[src/rtl/sat_slice_mc_if.sv]
// Sample bus for the saturating bit-slicer: raw wide words in, sliced words,
// sticky overflow flags and saturation counters out.
interface sat_slice_mc_if #(
  parameter int N    = 2,
  parameter int WIN  = 64,
  parameter int WOUT = 32,
  parameter int SW   = 6,
  parameter int CNTW = 16
);
  logic              valid_i;
  logic [N*WIN-1:0]  sig_i;
  logic [SW-1:0]     shift_i;
  logic              round_i;
  logic              clr_i;
  logic              valid_o;
  logic [N*WOUT-1:0] sig_o;
  logic [N-1:0]      ovf_pos_o;
  logic [N-1:0]      ovf_neg_o;
  logic [N*CNTW-1:0] sat_cnt_o;

  modport master (
    output valid_i, sig_i, shift_i, round_i, clr_i,
    input  valid_o, sig_o, ovf_pos_o, ovf_neg_o, sat_cnt_o
  );

  modport slave (
    input  valid_i, sig_i, shift_i, round_i, clr_i,
    output valid_o, sig_o, ovf_pos_o, ovf_neg_o, sat_cnt_o
  );
endinterface

[src/rtl/sat_slice_mc.sv]
// Multi-channel two-stage saturating slicer: stage 1 applies optional rounding,
// stage 2 shifts by the per-sample slice position and clips to the output range.
module sat_slice_mc #(
  parameter int N    = 2,
  parameter int WIN  = 64,
  parameter int WOUT = 32,
  parameter int SW   = 6,
  parameter int CNTW = 16
) (
  input  logic         clk_i,
  input  logic         rst_i,
  sat_slice_mc_if.slave bus
);
  localparam logic [SW-1:0] MAX_SHIFT = SW'(WIN - WOUT);

  logic [SW-1:0]     le;
  logic signed [WIN:0] rounded [N];

  logic              s1_valid;
  logic [SW-1:0]     s1_le;
  logic signed [WIN:0] s1_val [N];

  logic signed [WIN:0] shifted [N];
  logic [N-1:0]      in_range;
  logic [N-1:0]      pos_evt;
  logic [N-1:0]      neg_evt;
  logic [WOUT-1:0]   sliced [N];

  logic              valid_q;
  logic [N*WOUT-1:0] sig_q;
  logic [N-1:0]      pos_q;
  logic [N-1:0]      neg_q;
  logic [N*CNTW-1:0] cnt_q;

  // The extra sign bit lets the rounding constant be added without wrapping.
  always_comb begin
    le = (bus.shift_i > MAX_SHIFT) ? MAX_SHIFT : bus.shift_i;
    for (int k = 0; k < N; k++) begin
      rounded[k] = {bus.sig_i[k*WIN + WIN - 1], bus.sig_i[k*WIN +: WIN]};
      if (bus.round_i && (le != '0))
        rounded[k] = rounded[k] + ((WIN+1)'(1) << (le - SW'(1)));
    end
  end

  // In range exactly when every bit above the output sign bit matches it.
  always_comb begin
    for (int k = 0; k < N; k++) begin
      shifted[k]  = s1_val[k] >>> s1_le;
      in_range[k] = (&shifted[k][WIN:WOUT-1]) || !(|shifted[k][WIN:WOUT-1]);
      pos_evt[k]  = s1_valid && !in_range[k] && !shifted[k][WIN];
      neg_evt[k]  = s1_valid && !in_range[k] &&  shifted[k][WIN];
      if (pos_evt[k])
        sliced[k] = {1'b0, {(WOUT-1){1'b1}}};
      else if (neg_evt[k])
        sliced[k] = {1'b1, {(WOUT-1){1'b0}}};
      else
        sliced[k] = shifted[k][WOUT-1:0];
    end
  end

  always_ff @(posedge clk_i) begin
    if (rst_i) begin
      s1_valid <= 1'b0;
      s1_le    <= '0;
      for (int k = 0; k < N; k++) s1_val[k] <= '0;
      valid_q  <= 1'b0;
      sig_q    <= '0;
      pos_q    <= '0;
      neg_q    <= '0;
      cnt_q    <= '0;
    end else begin
      s1_valid <= bus.valid_i;
      if (bus.valid_i) begin
        s1_le <= le;
        for (int k = 0; k < N; k++) s1_val[k] <= rounded[k];
      end
      valid_q <= s1_valid;
      for (int k = 0; k < N; k++) begin
        if (s1_valid) sig_q[k*WOUT +: WOUT] <= sliced[k];

        if (pos_evt[k])      pos_q[k] <= 1'b1;
        else if (bus.clr_i)  pos_q[k] <= 1'b0;

        if (neg_evt[k])      neg_q[k] <= 1'b1;
        else if (bus.clr_i)  neg_q[k] <= 1'b0;

        // An event coinciding with a clear restarts the count at one.
        if (pos_evt[k] || neg_evt[k]) begin
          if (bus.clr_i)
            cnt_q[k*CNTW +: CNTW] <= CNTW'(1);
          else if (!(&cnt_q[k*CNTW +: CNTW]))
            cnt_q[k*CNTW +: CNTW] <= cnt_q[k*CNTW +: CNTW] + CNTW'(1);
        end else if (bus.clr_i) begin
          cnt_q[k*CNTW +: CNTW] <= '0;
        end
      end
    end
  end

  assign bus.valid_o   = valid_q;
  assign bus.sig_o     = sig_q;
  assign bus.ovf_pos_o = pos_q;
  assign bus.ovf_neg_o = neg_q;
  assign bus.sat_cnt_o = cnt_q;
endmodule

[src/flat_wrapper.sv]
// flat-port wrapper written by rule: the top's interface ports become plain ports
module sat_slice_mc_flat 
#(
  parameter int N    = 2,
  parameter int WIN  = 64,
  parameter int WOUT = 32,
  parameter int SW   = 6,
  parameter int CNTW = 16
)
  (clk_i, rst_i, bus_valid_i, bus_sig_i, bus_shift_i, bus_round_i, bus_clr_i, bus_valid_o, bus_sig_o, bus_ovf_pos_o, bus_ovf_neg_o, bus_sat_cnt_o);
  sat_slice_mc_if #(.N(N), .WIN(WIN), .WOUT(WOUT), .SW(SW), .CNTW(CNTW)) bus_i ();
  input  logic clk_i;
  input  logic rst_i;
  input wire logic [$bits(bus_i.valid_i)-1:0] bus_valid_i;
  input wire logic [$bits(bus_i.sig_i)-1:0] bus_sig_i;
  input wire logic [$bits(bus_i.shift_i)-1:0] bus_shift_i;
  input wire logic [$bits(bus_i.round_i)-1:0] bus_round_i;
  input wire logic [$bits(bus_i.clr_i)-1:0] bus_clr_i;
  output wire logic [$bits(bus_i.valid_o)-1:0] bus_valid_o;
  output wire logic [$bits(bus_i.sig_o)-1:0] bus_sig_o;
  output wire logic [$bits(bus_i.ovf_pos_o)-1:0] bus_ovf_pos_o;
  output wire logic [$bits(bus_i.ovf_neg_o)-1:0] bus_ovf_neg_o;
  output wire logic [$bits(bus_i.sat_cnt_o)-1:0] bus_sat_cnt_o;
  assign bus_i.valid_i = bus_valid_i;
  assign bus_i.sig_i = bus_sig_i;
  assign bus_i.shift_i = bus_shift_i;
  assign bus_i.round_i = bus_round_i;
  assign bus_i.clr_i = bus_clr_i;
  assign bus_valid_o = bus_i.valid_o;
  assign bus_sig_o = bus_i.sig_o;
  assign bus_ovf_pos_o = bus_i.ovf_pos_o;
  assign bus_ovf_neg_o = bus_i.ovf_neg_o;
  assign bus_sat_cnt_o = bus_i.sat_cnt_o;
  sat_slice_mc #(.N(N), .WIN(WIN), .WOUT(WOUT), .SW(SW), .CNTW(CNTW)) u_core (.clk_i(clk_i), .rst_i(rst_i), .bus(bus_i));
endmodule
[config.mk]
export PLATFORM = sky130hd
export DESIGN_NAME = sat_slice_mc_flat
export DESIGN_NICKNAME = d
export VERILOG_FILES = /design/src/rtl/sat_slice_mc_if.sv /design/src/rtl/sat_slice_mc.sv /design/src/flat_wrapper.sv
export SDC_FILE = /design/constraint.sdc
export NUM_CORES = 1
export LEC_CHECK = 0
export BUFFER_PORTS_ARGS = -buffer_cell sky130_fd_sc_hd__buf_2
export CORE_MARGIN = 3
export CORE_UTILIZATION = 55
export CTS_BUF_LIST = sky130_fd_sc_hd__clkbuf_4
export DETAILED_ROUTE_END_ITERATION = 7
export PLACE_DENSITY_LB_ADDON = 0.05
export SETUP_SLACK_MARGIN = 0.4
export SYNTH_ARGS = -nofsm -noshare
export SYNTH_HDL_FRONTEND = slang
export SYNTH_SLANG_ARGS = --single-unit
[constraint.sdc]
create_clock -name clk_i -period 4.2 [get_ports clk_i]
set_input_delay 0.42 -clock clk_i [delete_from_list [all_inputs] [get_ports clk_i]]
set_output_delay 0.42 -clock clk_i [all_outputs]
set_load 0.05 [all_outputs]
==> run_results.csv <==
group,metric,value,unit
synthesis,ys_warn_count,0,
layout,nNetsFinal,4394,
cts,cts_buffers,60,
route,via_per_inst,6.793,
critical_path,r2r_start,"u_core.s1_val[0][124]",
critical_path,reg2reg_slack,0.17,ns
route,top_layer,"met5",
floorplan,io-pin-count,240,
route,wl_met3,15130,µm
route,wl,117500,µm
placed_design,place_inst,4644,
grt,grt_pass1_vias,30430,
synthesis,ys_async_sr_fraction,0,
timing,slew_headroom,0.1695,
placed_design,hpwl,89940,µm
floorplan,start_util,0.5608,
grt,grt_pass1_wl,174900,µm
timing,min_period,4.034,ns
critical_path,reg2reg_to,"u_core.bus.sat_cnt_o[30]",
timing,setup_slack,0.1662,ns
timing,rsz0062_at_grt,"yes",
layout,regArea,6087,µm²
timing,fmax,247.9,MHz
power_and_ir_drop,total_power,9.054,mW
timing,worst_pin_slew,1.236,ns
floorplan,fp-row-count,82,
run,cap_violations,0,
critical_path,reg2reg_depth,15,
placed_design,gp_congestion,1.135,
critical_path,cp-start-kind,"register",
synthesis,syn_avg_cell_area,7.884,µm²
route,detail-route-antenna-nets,0,
synthesis,yosysMostFrequentCell,"nand2_1",
floorplan,coreArea,50580,µm²
route,drc,0,
layout,drive_above_1_share,0.2645,
power_and_ir_drop,cellPowerDensity,258.9,nW/µm²
cts,clk_latency,0.87,ns
grt,grtUsageTotal,0.4116,
critical_path,cp.required,4.97,ns
critical_path,worstPathArrival,4.80,ns
timing,finalHoldViolCount,0,
grt,grt_overflow,0,
floorplan,die-height,233.1,µm
min_path,worst_hold_path.endpoint,"u_core.s1_val[0][40]",
critical_path,crit_type,"reg -> reg",
cts,cts.clk_slew.worst_paths,0.08,ns
grt,grt_max_degree,66,
run_status,status,"finished clean",
timing,period_share,0.9604,
synthesis,yosysSeqAreaShare,0.2138,
power_and_ir_drop,ir_worst_vdd,0.2389,mV
layout,num-fill-cells,4119,
synthesis,yosys.area.top_type,"edfxtp_1",
synthesis,synth_area_leaders,"edfxtp_1, mux4_2, dfxtp_1",
critical_path,cp-end-kind,"register",
route,num_vias,33090,
cts,cts-root-buf,"clkbuf_4",
min_path,hp-class,"in -> reg",
timing,fin_setup_tns,0,ns
synthesis,synth.distinct_cells,98,
placed_design,io_buffers,239,
synthesis,syn_inst,3598,
layout,area_delta_synth_final,23.26,%
placed_design,dp_slack,-0.3815,ns
cts,h-tree-depth,2,
timing,drv_slew,0,
timing,fin_skew,0.05587,ns
layout,multi_input_area,21430,µm²
power_and_ir_drop,p_leak,14.55,nW
synthesis,ys.flop_type,"edfxtp_1",
route,dr.pass1.iters,6,
min_path,hp-start,"bus_sig_i[40]",
floorplan,fp.dieArea,54340,µm²
synthesis,synth_top_area_share,0.1376,
timing,setup_viol,0,
synthesis,synth_edf_count,130,
route,wl_per_cell,24.13,µm
synthesis,ys_top_cells_by_count,"nand2_1, nor2_1, a21oi_1",
critical_path,path_max_fanout,4,
route,wl_met2,50490,µm
route,wirelength_met1,45690,µm
floorplan,fp.dieW,233.1,µm
cts,clk_path_buf_depth,3,
min_path,min_path_cells,4,
synthesis,synth_seq_cells,238,
cts,cts.sinks,238,
cts,cts_tree,"done",
grt,antenna_found_initial,6,
synthesis,netlist_area,28370,µm²
route,drt_iter0_drc,4710,
layout,stdcell_count,4871,
## report_power, final
part	internal, mW	switching (mW)	total [mW]
Clock	1.06	1.05	2.11
Sequential	2.66	0.247	2.91
Combinational	1.61	2.42	4.03
## worst max-delay path: stages (launching register included)
cell and delay, ns:
edfxtp_1 0.53, buf_4 0.21, mux4_2 0.50, nand2_2 0.11
a31oi_1 0.09, or4_4 0.56, nor4b_4 0.22, buf_4 0.15
nand4_1 0.08, o311a_1 0.41, o31ai_4 0.29, buf_12 0.15
buf_12 0.11, nor2_1 0.08, and3_1 0.21, a211oi_2 0.22
## layout by cell type, fill, tap and decap left out, types with 19 or more instances in the layout
cell type / count
nand2_1: 505
buf_4: 412
nor2_1: 325
a21oi_1: 310
buf_2: 239
o21ai_0: 232
mux4_2: 135
edfxtp_1: 130
mux2i_1: 101
ha_1: 101
dfxtp_1: 101
xnor2_1: 99
clkbuf_4: 78
nand3_1: 75
nor3_1: 70
a21o_1: 69
nand4_1: 66
dlygate4sd3_1: 64
inv_1: 63
conb_1: 62
o211ai_1: 60
mux2_2: 59
or3_1: 43
xor2_1: 43
a211oi_1: 42
a31oi_1: 39
a221o_1: 36
o31ai_1: 32
and3_1: 30
o21bai_1: 30
o21a_1: 27
a311oi_1: 25
nor2b_1: 24
and2_1: 19
## state kept, by name, indices dropped and copies added, names as in the netlist
signal / cells
u_core.s1_valid: 1
u_core.bus.valid_o: 1
u_core.s1_val: 130
u_core.s1_le: 6
u_core.bus.ovf_neg_o: 2
u_core.bus.sat_cnt_o: 32
u_core.bus.sig_o: 64
u_core.bus.ovf_pos_o: 2
## what timing repair did
item                                   4_1_cts  5_1_grt
setup endpoints to repair                   81       98
gates resized for setup                     17       65
buffers inserted                            16       33
endpoints found under the hold margin       64        2
pin swaps                                    1       28
cloned                                       0        6
hold buffers                                62        2
## layer usage
| metal | global-route usage | vias up |
|---|---|---|
| li1 | - | 14680 |
| met1 | 0.5659 | 15530 |
| met2 | 0.6187 | 2418 |
| met3 | 0.09890 | 461 |
| met4 | 0.1753 | 4 |
| met5 | 0 | - |
## layout make-up
class | count | area share
well taps | 672 | 0.02405
multi-input cells | 3035 | 0.6128
repair buffers | 749 | 0.1587
diodes | 6 | 0.0004294
inverters | 69 | 0.007550
clock buffers | 78 | 0.01675
clock inverters | 24 | 0.005618
flip-flops and latches | 238 | 0.1741
## logic make-up after synthesis
kind of cell,after synthesis,synth area share
flops,238,0.2138
other cells,1,0.0001322
fa+ha+maj,106,0.04640
buf+inv,386,0.05403
compound gates,1121,0.2612
simple gates,1302,0.2118
xor+xnor,142,0.04384
mux,302,0.1687
## per-stage QoR
| step | instance area [µm²] | utilization | hold slack (ns) |
|---|---|---|---|
| after floorplan | 28730 | - | 0.6018 |
| after global placement | 32670 | 0.6458 | 0.4295 |
| after detailed placement | 32670 | 0.6458 | 0.4467 |
| after CTS | 34270 | 0.6776 | 0.0007909 |
| after global routing | 34960 | 0.6912 | -0.006995 |
| final | 34970 | 0.6913 | 0.03510 |
## worst max-delay path by stage
stage | startpoint | endpoint | slack [ns]
after floorplan | bus_shift_i[3] | u_core.s1_val[0][108] | -0.02
after global placement | bus_shift_i[4] | u_core.s1_val[0][123] | -0.27
after detailed placement | bus_shift_i[5] | u_core.s1_val[0][64] | -0.38
after CTS | u_core.s1_le[1] | u_core.bus.sig_o[42] | 0.30
after global routing | u_core.s1_val[0][124] | u_core.bus.sat_cnt_o[26] | 0.12
final | u_core.s1_val[0][124] | u_core.bus.sat_cnt_o[30] | 0.17
(Power assumes the default switching activity.)
